[src/rtl/dcache_pkg.sv]
// Shared definitions for the write-through data cache: access sizes, FSM states,
// geometry helpers and byte-lane mask/placement functions.
package dcache_pkg;

  localparam logic [1:0] SZ_NONE = 2'b00;
  localparam logic [1:0] SZ_B    = 2'b01;
  localparam logic [1:0] SZ_H    = 2'b10;
  localparam logic [1:0] SZ_W    = 2'b11;

  typedef enum logic [1:0] {
    ST_IDLE,
    ST_REFILL,
    ST_WRITE,
    ST_RESP
  } state_t;

  function automatic int unsigned index_w(input int unsigned lines);
    return $clog2(lines);
  endfunction

  function automatic int unsigned tag_w(input int unsigned addr_w, input int unsigned lines);
    return addr_w - 2 - $clog2(lines);
  endfunction

  // Byte-lane enable; address bits below the access size are ignored.
  function automatic logic [3:0] byte_en(input logic [1:0] size, input logic [1:0] off);
    case (size)
      SZ_B:    byte_en = 4'b0001 << off;
      SZ_H:    byte_en = off[1] ? 4'b1100 : 4'b0011;
      SZ_W:    byte_en = 4'b1111;
      default: byte_en = 4'b0000;
    endcase
  endfunction

  // Replicate right-aligned store data so every enabled lane sees its bytes.
  function automatic logic [31:0] lane_data(input logic [1:0] size, input logic [31:0] wdata);
    case (size)
      SZ_B:    lane_data = {4{wdata[7:0]}};
      SZ_H:    lane_data = {2{wdata[15:0]}};
      default: lane_data = wdata;
    endcase
  endfunction

endpackage

[src/rtl/dcache_array.sv]
// Tag/data/valid storage for the direct-mapped cache: combinational read,
// refill write port, per-byte-lane store merge and flush-all.
module dcache_array #(
  parameter int unsigned LINES   = 64,
  parameter int unsigned INDEX_W = 6,
  parameter int unsigned TAG_W   = 24
) (
  input  logic               clk,
  input  logic               rst,
  input  logic               flush_i,
  input  logic [INDEX_W-1:0] rd_idx_i,
  output logic               rd_valid_o,
  output logic [TAG_W-1:0]   rd_tag_o,
  output logic [31:0]        rd_data_o,
  input  logic [INDEX_W-1:0] wr_idx_i,
  input  logic               refill_we_i,
  input  logic [TAG_W-1:0]   refill_tag_i,
  input  logic [31:0]        refill_data_i,
  input  logic [3:0]         lane_we_i,
  input  logic [31:0]        lane_data_i
);

  logic [LINES-1:0] valid_q;
  logic [TAG_W-1:0] tag_q  [LINES];
  logic [31:0]      data_q [LINES];

  always_ff @(posedge clk) begin
    if (rst || flush_i) valid_q <= '0;
    else if (refill_we_i) valid_q[wr_idx_i] <= 1'b1;
  end

  always_ff @(posedge clk) begin
    if (refill_we_i) begin
      tag_q[wr_idx_i]  <= refill_tag_i;
      data_q[wr_idx_i] <= refill_data_i;
    end else begin
      for (int unsigned i = 0; i < 4; i++)
        if (lane_we_i[i]) data_q[wr_idx_i][8*i +: 8] <= lane_data_i[8*i +: 8];
    end
  end

  assign rd_valid_o = valid_q[rd_idx_i];
  assign rd_tag_o   = tag_q[rd_idx_i];
  assign rd_data_o  = data_q[rd_idx_i];

endmodule

[src/rtl/dcache_wt.sv]
// Direct-mapped, write-through, no-write-allocate data cache with a
// refill/write FSM, req/ack handshakes, full flush and hit/miss counters.
module dcache_wt
  import dcache_pkg::*;
#(
  parameter int unsigned ADDR_W = 32,
  parameter int unsigned LINES  = 64,
  parameter int unsigned CNT_W  = 32
) (
  input  logic              clk,
  input  logic              rst,
  input  logic              req_i,
  input  logic              wr_i,
  input  logic [1:0]        size_i,
  input  logic [ADDR_W-1:0] addr_i,
  input  logic [31:0]       wdata_i,
  input  logic              flush_i,
  output logic [31:0]       rdata_o,
  output logic              ready_o,
  output logic              mem_req_o,
  output logic              mem_wr_o,
  output logic [1:0]        mem_size_o,
  output logic [ADDR_W-1:0] mem_addr_o,
  output logic [31:0]       mem_wdata_o,
  input  logic              mem_ack_i,
  input  logic [31:0]       mem_rdata_i,
  output logic [CNT_W-1:0]  hit_cnt_o,
  output logic [CNT_W-1:0]  miss_cnt_o
);

  localparam int unsigned INDEX_W = index_w(LINES);
  localparam int unsigned TAG_W   = tag_w(ADDR_W, LINES);

  state_t state_q, state_d;
  logic [ADDR_W-1:0] addr_q;
  logic [31:0]       wdata_q, resp_q;
  logic [1:0]        size_q;
  logic              wr_q, flush_pend_q;
  logic [CNT_W-1:0]  hit_cnt_q, miss_cnt_q;

  logic [ADDR_W-1:0] cur_addr;
  logic [TAG_W-1:0]  cur_tag, rd_tag;
  logic [31:0]       rd_data;
  logic              rd_valid, hit, req_go, ld_hit, ld_miss, flush_all;

  // Request fields are captured on acceptance so an in-flight transaction
  // completes unchanged even if the CPU drops req_i.
  assign cur_addr = (state_q == ST_IDLE) ? addr_i : addr_q;
  assign cur_tag  = cur_addr[ADDR_W-1 -: TAG_W];
  assign hit      = rd_valid && (rd_tag == cur_tag);
  assign req_go   = (state_q == ST_IDLE) && req_i && (size_i != SZ_NONE);
  assign ld_hit   = req_go && !wr_i && hit;
  assign ld_miss  = req_go && !wr_i && !hit;
  assign flush_all = ((state_q == ST_IDLE) && flush_i) ||
                     ((state_q == ST_RESP) && (flush_pend_q || flush_i));

  dcache_array #(.LINES(LINES), .INDEX_W(INDEX_W), .TAG_W(TAG_W)) u_array (
    .clk          (clk),
    .rst          (rst),
    .flush_i      (flush_all),
    .rd_idx_i     (cur_addr[2 +: INDEX_W]),
    .rd_valid_o   (rd_valid),
    .rd_tag_o     (rd_tag),
    .rd_data_o    (rd_data),
    .wr_idx_i     (addr_q[2 +: INDEX_W]),
    .refill_we_i  ((state_q == ST_REFILL) && mem_ack_i),
    .refill_tag_i (addr_q[ADDR_W-1 -: TAG_W]),
    .refill_data_i(mem_rdata_i),
    .lane_we_i    (((state_q == ST_WRITE) && mem_ack_i && hit) ? byte_en(size_q, addr_q[1:0]) : 4'b0000),
    .lane_data_i  (lane_data(size_q, wdata_q))
  );

  always_ff @(posedge clk) begin
    if (rst) state_q <= ST_IDLE;
    else     state_q <= state_d;
  end

  always_comb begin
    state_d = state_q;
    case (state_q)
      ST_IDLE:   if (req_go) state_d = wr_i ? ST_WRITE : (hit ? ST_IDLE : ST_REFILL);
      ST_REFILL,
      ST_WRITE:  if (mem_ack_i) state_d = ST_RESP;
      ST_RESP:   state_d = ST_IDLE;
      default:   state_d = ST_IDLE;
    endcase
  end

  always_comb begin
    ready_o     = 1'b0;
    rdata_o     = '0;
    mem_req_o   = 1'b0;
    mem_wr_o    = 1'b0;
    mem_size_o  = SZ_NONE;
    mem_addr_o  = '0;
    mem_wdata_o = '0;
    case (state_q)
      ST_IDLE: if (ld_hit) begin
        ready_o = 1'b1;
        rdata_o = rd_data;
      end
      ST_REFILL: begin
        mem_req_o  = 1'b1;
        mem_size_o = SZ_W;
        mem_addr_o = {addr_q[ADDR_W-1:2], 2'b00};
      end
      ST_WRITE: begin
        mem_req_o   = 1'b1;
        mem_wr_o    = 1'b1;
        mem_size_o  = size_q;
        mem_addr_o  = addr_q;
        mem_wdata_o = wdata_q;
      end
      ST_RESP: begin
        ready_o = 1'b1;
        rdata_o = wr_q ? rd_data : resp_q;
      end
      default: ;
    endcase
  end

  always_ff @(posedge clk) begin
    if (rst) begin
      addr_q       <= '0;
      wdata_q      <= '0;
      size_q       <= SZ_NONE;
      wr_q         <= 1'b0;
      resp_q       <= '0;
      flush_pend_q <= 1'b0;
      hit_cnt_q    <= '0;
      miss_cnt_q   <= '0;
    end else begin
      if (req_go) begin
        addr_q  <= addr_i;
        wdata_q <= wdata_i;
        size_q  <= size_i;
        wr_q    <= wr_i;
      end
      if (ld_hit)  hit_cnt_q  <= hit_cnt_q + 1'b1;
      if (ld_miss) miss_cnt_q <= miss_cnt_q + 1'b1;
      if ((state_q == ST_REFILL) && mem_ack_i) resp_q <= mem_rdata_i;
      if (state_q == ST_RESP) flush_pend_q <= 1'b0;
      else if (flush_i && (state_q != ST_IDLE)) flush_pend_q <= 1'b1;
    end
  end

  assign hit_cnt_o  = hit_cnt_q;
  assign miss_cnt_o = miss_cnt_q;

endmodule

[config.mk]
export PLATFORM = sky130hd
export DESIGN_NAME = dcache_wt
export DESIGN_NICKNAME = d
export VERILOG_FILES = /design/src/rtl/dcache_pkg.sv /design/src/rtl/dcache_array.sv /design/src/rtl/dcache_wt.sv
export SDC_FILE = /design/constraint.sdc
export NUM_CORES = 2
export LEC_CHECK = 0
export ABC_AREA = 1
export ABC_CLOCK_PERIOD_IN_PS = 5300
export BUFFER_PORTS_ARGS = -buffer_cell sky130_fd_sc_hd__clkbuf_2
export CORE_UTILIZATION = 30
export DETAILED_ROUTE_END_ITERATION = 10
export PLACE_DENSITY_LB_ADDON = 0.08
export SYNTH_ARGS = -nofsm -noshare
export SYNTH_HDL_FRONTEND = slang
export SYNTH_HIERARCHICAL = 1
export SYNTH_SLANG_ARGS = --single-unit
[constraint.sdc]
create_clock -name clk -period 5.3 [get_ports clk]
set_input_delay 1.06 -clock clk [delete_from_list [all_inputs] [get_ports clk]]
set_output_delay 1.06 -clock clk [all_outputs]
set_load 0.01 [all_outputs]
After elaboration in Yosys (flattened, before gate mapping). Memories as Yosys holds them, arrays and structs flattened. Index checks and enable logic that the tools add are counted.

Memories: 2. Bits of input ports: 104. Logic and storage cells: 98. RAM bits: 3584. Bits in registers: 230. Output and inout bits: 165.

Magnitude comparators: 3. Mux-type cells: 42. Equality and inequality tests: 9. Add/sub/neg operators: 2. Bitwise gates (word level): 5. Shifts and indexed selects: 1. Reduce and logical (&&, ||, !) cells: 24.

Memories: u_array.data_q (depth 64, bits a word 32, read ports 1, clocked after memory_dff 0, write ports 1, RTL line dcache_array.sv:25) `logic [31:0] data_q [LINES];`; u_array.tag_q (depth 64, bits a word 24, read ports 1, clocked after memory_dff 0, write ports 1, RTL line dcache_array.sv:24) `logic [TAG_W-1:0] tag_q [LINES];`.

Operator list (number): 32-bit case mux with 2 select lines (3); 32-bit 2-to-1 mux (4); 32-bit by 1-bit adder with 32-bit output, second input constant (2); 64-bit bitwise OR (1); 8-bit 2-to-1 mux (4); 24-bit equality test (1); 1-bit 2-to-1 mux (20); 6-bit by 7-bit less-than comparator with 1-bit output, second input constant (2); 1-bit logical AND (13); 4-bit case mux with 3 select lines (1); 2-bit equality test, second input constant (4); 4-bit 2-to-1 mux (2); 1-bit binary-select mux with 6-bit select (1); 1-bit demux with 6-bit select (1); 6-bit by 1-bit >= comparator with 1-bit output, second input constant (1); 2-bit 2-to-1 mux (3); 2-bit case mux with 3 select lines (1); 2-bit by 1-bit equality test with 1-bit output, second input constant (2); 1-bit bitwise OR (4); 2-bit case mux with 2 select lines (1); 2-bit nonzero test (2); 2-bit OR reduction (2); 1-bit by 2-bit left shift with 4-bit output, first input constant (1); 1-bit logical OR (3); 6 further kinds (7).

Depth between registers and ports, before layout.
Depth in word-level cells: 11. Mapped depth: 33.

Cells and area by module. Netlist, hierarchy kept.

Modules (own cells, without submodules): dcache_array (instances 1, sequential area each 108904.4 µm², area an instance 148402.3 µm², cells each 12567); dcache_wt (instances 1, sequential area each 3323.2 µm², area an instance 10517.6 µm², cells each 1737).

Least setup slack after synthesis. Ideal clock, no wire load.

Kind: reg-to-output. From: reg state_q[0]. To: out rdata_o[11]. Buffers on the path: 9. Required time: 4240 ps. Slack: 519 ps. Stages on the path, launching flop included: 32. Data arrival time: 3721 ps. Cell sequence: dfxtp_1 -> inv_1 -> ha_1 -> buf_6 -> buf_4 -> clkbuf_1 -> nand2_1 -> o21ai_0 -> buf_4 -> inv_4 -> buf_12 -> buf_6 -> buf_6 -> nand2_1 -> nand3_1 -> nand3_1 -> nand3_1 -> nand3_1 -> nand2_1 -> nand2_1 -> nand2_1 -> clkbuf_1 -> a21boi_1 -> nand2_1 -> nor2_1 -> nand2_1 -> nor2_2 -> nand2_4 -> nor2_8 -> buf_6 -> nand2_1 -> a21oi_1.

Longest elaborated chain between the ends: 8.

RTL lines: from (decl) (RTL line dcache_wt.sv:34) `state_t state_q, state_d;`; from (signal assigned) (RTL line dcache_wt.sv:75) `else state_q <= state_d;`; 2-bit zero test (RTL line dcache_wt.sv:48) `assign cur_addr = (state_q == ST_IDLE) ? addr_i : addr_q;`; 32-bit 2-to-1 mux (RTL line dcache_wt.sv:48); via cur_addr[2] (RTL line dcache_wt.sv:41) `logic [ADDR_W-1:0] cur_addr;`; 1-bit binary-select mux with 6-bit select (RTL line dcache_array.sv:42) `assign rd_valid_o = valid_q[rd_idx_i];`; 1-bit 2-to-1 mux (implied by the code) (RTL line dcache_array.sv:42); via rd_valid (RTL line dcache_wt.sv:44) `logic rd_valid, hit, req_go, ld_hit, ld_miss, flush_all;`; 1-bit logical AND (RTL line dcache_wt.sv:50) `assign hit = rd_valid && (rd_tag == cur_tag);`; 1-bit logical AND (RTL line dcache_wt.sv:52) `assign ld_hit = req_go && !wr_i && hit;`; 32-bit 2-to-1 mux (RTL line dcache_wt.sv:98) `ST_IDLE: if (ld_hit) begin`; 32-bit case mux with 2 select lines (RTL line dcache_wt.sv:97) `case (state_q)`; to (decl) (RTL line dcache_wt.sv:18) `output logic [31:0] rdata_o,`.

The timed path passes the listed nets, and every way through them passes these cells. The select of a mux whose other input is x is not followed.

Final worst setup path.
From: reg state_q[1]. To: out rdata_o[1].

Longest elaborated chain between the ends: 8.

RTL lines: 2-bit zero test (RTL line dcache_wt.sv:48); 32-bit 2-to-1 mux (RTL line dcache_wt.sv:48); via cur_addr[2] (RTL line dcache_wt.sv:41); memory read 64 x 24 bit; via rd_tag[14] (RTL line dcache_wt.sv:42) `logic [TAG_W-1:0] cur_tag, rd_tag;`; 24-bit equality test (RTL line dcache_wt.sv:50); 1-bit logical AND (RTL line dcache_wt.sv:50); 1-bit logical AND (RTL line dcache_wt.sv:52); 32-bit 2-to-1 mux (RTL line dcache_wt.sv:98); 32-bit case mux with 2 select lines (RTL line dcache_wt.sv:97).

The timed path passes the listed nets, and every way through them passes these cells. The select of a mux whose other input is x is not followed.

==> run_results.csv <==
group,metric,value,unit
status,outcome,"finished, violations left",
power,p_sw,42.3,mW
synthesis,yosys-top-cells-area,"edfxtp_1, nand3_1, nand2_1",
power,p_clk_share,27.2,%
synthesis,mappedNetlistNets,14400,
detailed_routing,avgViaCountPerCell,4.95,
timing,tns,-1952210,ps
timing,finalSetupViolations,4129,
clocking,cts_max_level,5,
global_routing,grt-ovfl-total,0,
synthesis,synth_area,0.159,mm2
timing,setup_ws,-1230,ps
placed_design,io_buffer_count,268,
clocking,insertion_delay,1040,ps
global_routing,grt_pass1_vias,108000,
power,power.internal,65.3,mW
synthesis,yosysTopAreaCellShare,67.7,%
timing,hold_violations,0,
timing,final-max-slew-violation-count,0,
cells_and_area,drive_above_1_share,15.8,%
detailed_routing,route.detailed.drc,0,
synthesis,synth_top_family_by_area,"simple AND/OR/NAND/NOR gates",
worst_setup_path,cpMaxStageDelayCell,"dfxtp_2",
power,p_total,108,mW
clocking,cts-root-buf,"clkbuf_16",
power,power_frac_comb,41.2,%
die,io_pins,269,
timing,fin_crit_sh,123,%
synthesis,synthCells,14300,
die,start_util,30.2,%
detailed_routing,drt-total-wl,603000,um
status,violations,"setup timing",
die,die_w,730,um
worst_setup_path,cp_num_buf_inv,15,
job,drv_cap,0,
synthesis,synth-seq-cells,3814,
synthesis,synth_simple_gate_area_share,23.6,%
clocking,cts_num_sinks,3814,
timing,rsz0062_at_grt,"true",
synthesis,yosys.area.top_type,"edfxtp_1",
placed_design,gp_congestion,0.849,
worst_setup_path,critPathLaunchType,"flop",
timing,tightestPinTransition,1330,ps
cells_and_area,fillers,52000,
cells_and_area,area_delta_synth_final,21.5,%
timing,min_period,6530,ps
power,switching_share,39.3,%
synthesis,ys_seq_area_share,70.6,%
die,placementRows,266,
power,p_seq_share,31.7,%
clocking,clock_path_buffers,4,
worst_setup_path,cp_max_fo,8,
timing,clock_skew,44.0,ps
clocking,cts_tree,"yes",
synthesis,synth_compound_area_share,1.21,%
worst_setup_path,worstSetupEndpointType,"primary output",
synthesis,yosys-mux-area-fraction,0.227,%
cells_and_area,seqCellArea,0.112,mm2
detailed_routing,route.vias.total,112000,
cells_and_area,nets,15400,
synthesis,synthAdderAreaFrac,0.0866,%
synthesis,ys_types,41,
synthesis,yosysWarnings,6,
die,core-area,0.526,mm2
worst_setup_path,critical-path-top-delay-family,"buffers and inverters",
clocking,clk_pin_slew,60,ps
synthesis,synth_xor_area_share,0.265,%
worst_setup_path,slowest_delay,330,ps
synthesis,synth.avg_cell_area,11.1,um2
global_routing,antenna_found_initial,46,
worst_setup_path,critPathKind,"reg -> out",
detailed_routing,drt_first_iter_violations,9181,
worst_setup_path,crit_arrival,5470,ps
timing,max_freq,153,MHz
placed_design,pre_cts_ws,-1730,ps
global_routing,grtUsageTotal,21.7,%
clocking,cts-buffers-inserted,427,
detailed_routing,avgRoutedWirePerCell,26.7,um
placed_design,detailed_place_hpwl,364000,um
power,p_leak,70.3,nW
global_routing,grt_pass1_wl,837000,um
detailed_routing,ant_nets,0,
detailed_routing,dr.pass1.iters,6,
power,ir_drop,0.000473,V
die,die_h,730,um
cells_and_area,multi_input_area,0.0418,mm2
die,die_area,0.533,mm2
global_routing,grt_max_degree,118,
power,power.density,557,mW/mm2
worst_setup_path,worstPathRequired,4240,ps
min_path,min_path_type,"in -> reg",
timing,relSlewSlack,10.9,%
-- layout by cell type, fill, tap and decap left out, drive strengths merged, types with 11 or more instances in the layout --
master and count:
nor2 703, buf 1185, clkbuf 825, nor3 52, edfxtp 3584, mux2 32
nand4 47, inv 348, dfxtp 230, diode 24, o21ai 161, bufinv 28
nand3 3474, xor2 34, ha 11, nand2 4461, xnor2 14, a21oi 177
o22ai 16, clkinv 202
-- cell usage after synthesis --
cell type	number
buf_1	78
nor2_8	1
buf_4	76
nor4_1	1
inv_2	1
nand2_1	4448
o22ai_1	16
a221oi_1	1
clkinv_1	4
buf_8	4
or2_2	1
a21oi_2	11
nor3_1	52
nor2_2	3
buf_12	1
o21ai_2	1
ha_1	11
inv_1	350
nand3_1	3474
clkbuf_1	241
and3_1	2
nand2_4	1
a31oi_1	4
dfxtp_1	230
nand2_2	12
nand3b_1	7
nand4_1	47
xor2_1	34
a21boi_1	1
xnor2_1	14
buf_6	87
o21ba_2	4
a211oi_1	1
inv_4	2
o21ai_0	155
o21ai_1	5
a21oi_1	166
buf_2	442
edfxtp_1	3584
mux2_2	32
nor2_1	699
-- final cells by class --
type | count | area share, %
timing repair buffer | 1468 | 8.03
tap | 6968 | 4.51
antenna | 24 | 0.0311
multi-input combinational | 9204 | 21.6
sequential | 3814 | 58.1
clock buffer | 550 | 5.97
clock inverter | 229 | 0.988
timing repair inverter | 1 | 0.00453
inverter | 357 | 0.721
-- cells by family (layout without fill, tap and decap cells) --
family                     after synthesis  count (layout)
AOI/OAI and AO/OA                      365             365
other                                    0              24
adders and majority gates               11              11
and+or+nand+nor                       8748            8748
xor gates and xnor gates                48              48
buffers and inverters                 1286            2605
muxes                                   32              32
DFF                                   3814            3814
-- power by group through the flow --
stage	sequential (mW)	combinational, mW	clock, mW
after floorplan	34.9	21.1	0
after global placement	34.7	40.7	0
after detailed placement	34.7	40.5	0
after CTS	34.1	42.6	29.9
after global routing	34.1	47.6	30.9
final	34.1	44.3	29.2
-- worst register-to-register path: cells and delay by family, from the launching register on --
family	cells	cell delay [ps]
compound gates	1	220
fa+ha+maj	1	150
buf+inv	16	2380
flops	1	330
mux	1	300
simple gates	18	2090
-- metrics by stage --
step | cells | utilization (%) | hold slack [ps] | instance area [um2]
6_report | 22600 | 36.7 | 308 | 193000
4_1_cts | 22500 | 36.2 | 226 | 191000
3_5_place_dp | 21700 | 33.4 | 441 | 176000
2_1_floorplan | 14300 | - | 430 | 159000
3_3_place_gp | 21700 | 33.4 | 440 | 176000
5_1_grt | 22600 | 36.7 | 288 | 193000
-- final timing paths --
kind	start	slack, ps	cells past startpoint	end
min	addr_i[9]	310	3	addr_q[9]
min reg2reg	u_array/valid_q[30]	450	2	u_array/valid_q[30]
max	state_q[1]	-1230	35	rdata_o[1]
max reg2reg	state_q[1]	-610	37	u_array/data_q[42][6]
-- what timing repair did --
| action | 4_1_cts | 5_1_grt |
|---|---|---|
| pin swaps | 11 | 69 |
| setup endpoints to repair | 4129 | 4129 |
| gates resized for setup | 151 | 311 |
| buffers inserted | 47 | 37 |
| hold buffers | 0 | 0 |
| cloned | 20 | 35 |
-- registers in the layout, summed over array words and instances, names as in the netlist, 2 cells and up --
register,flops
hit_cnt_o,32
u_array/valid_q,64
size_q,2
u_array/data_q,2048
state_q,2
wdata_q,32
miss_cnt_o,32
resp_q,32
u_array/tag_q,1536
addr_q,32
-- layer usage --
| metal | track usage (%) | vias up | wire (um) |
|---|---|---|---|
| met4 | 5.48 | 2 | 16300 |
| met2 | 36.9 | 2681 | 293000 |
| met3 | 2.40 | 703 | 26600 |
| met5 | 0 | - | 14 |
| li1 | - | 52000 | - |
| met1 | 29.7 | 56500 | 268000 |
Power figures use the tool's default switching activity.
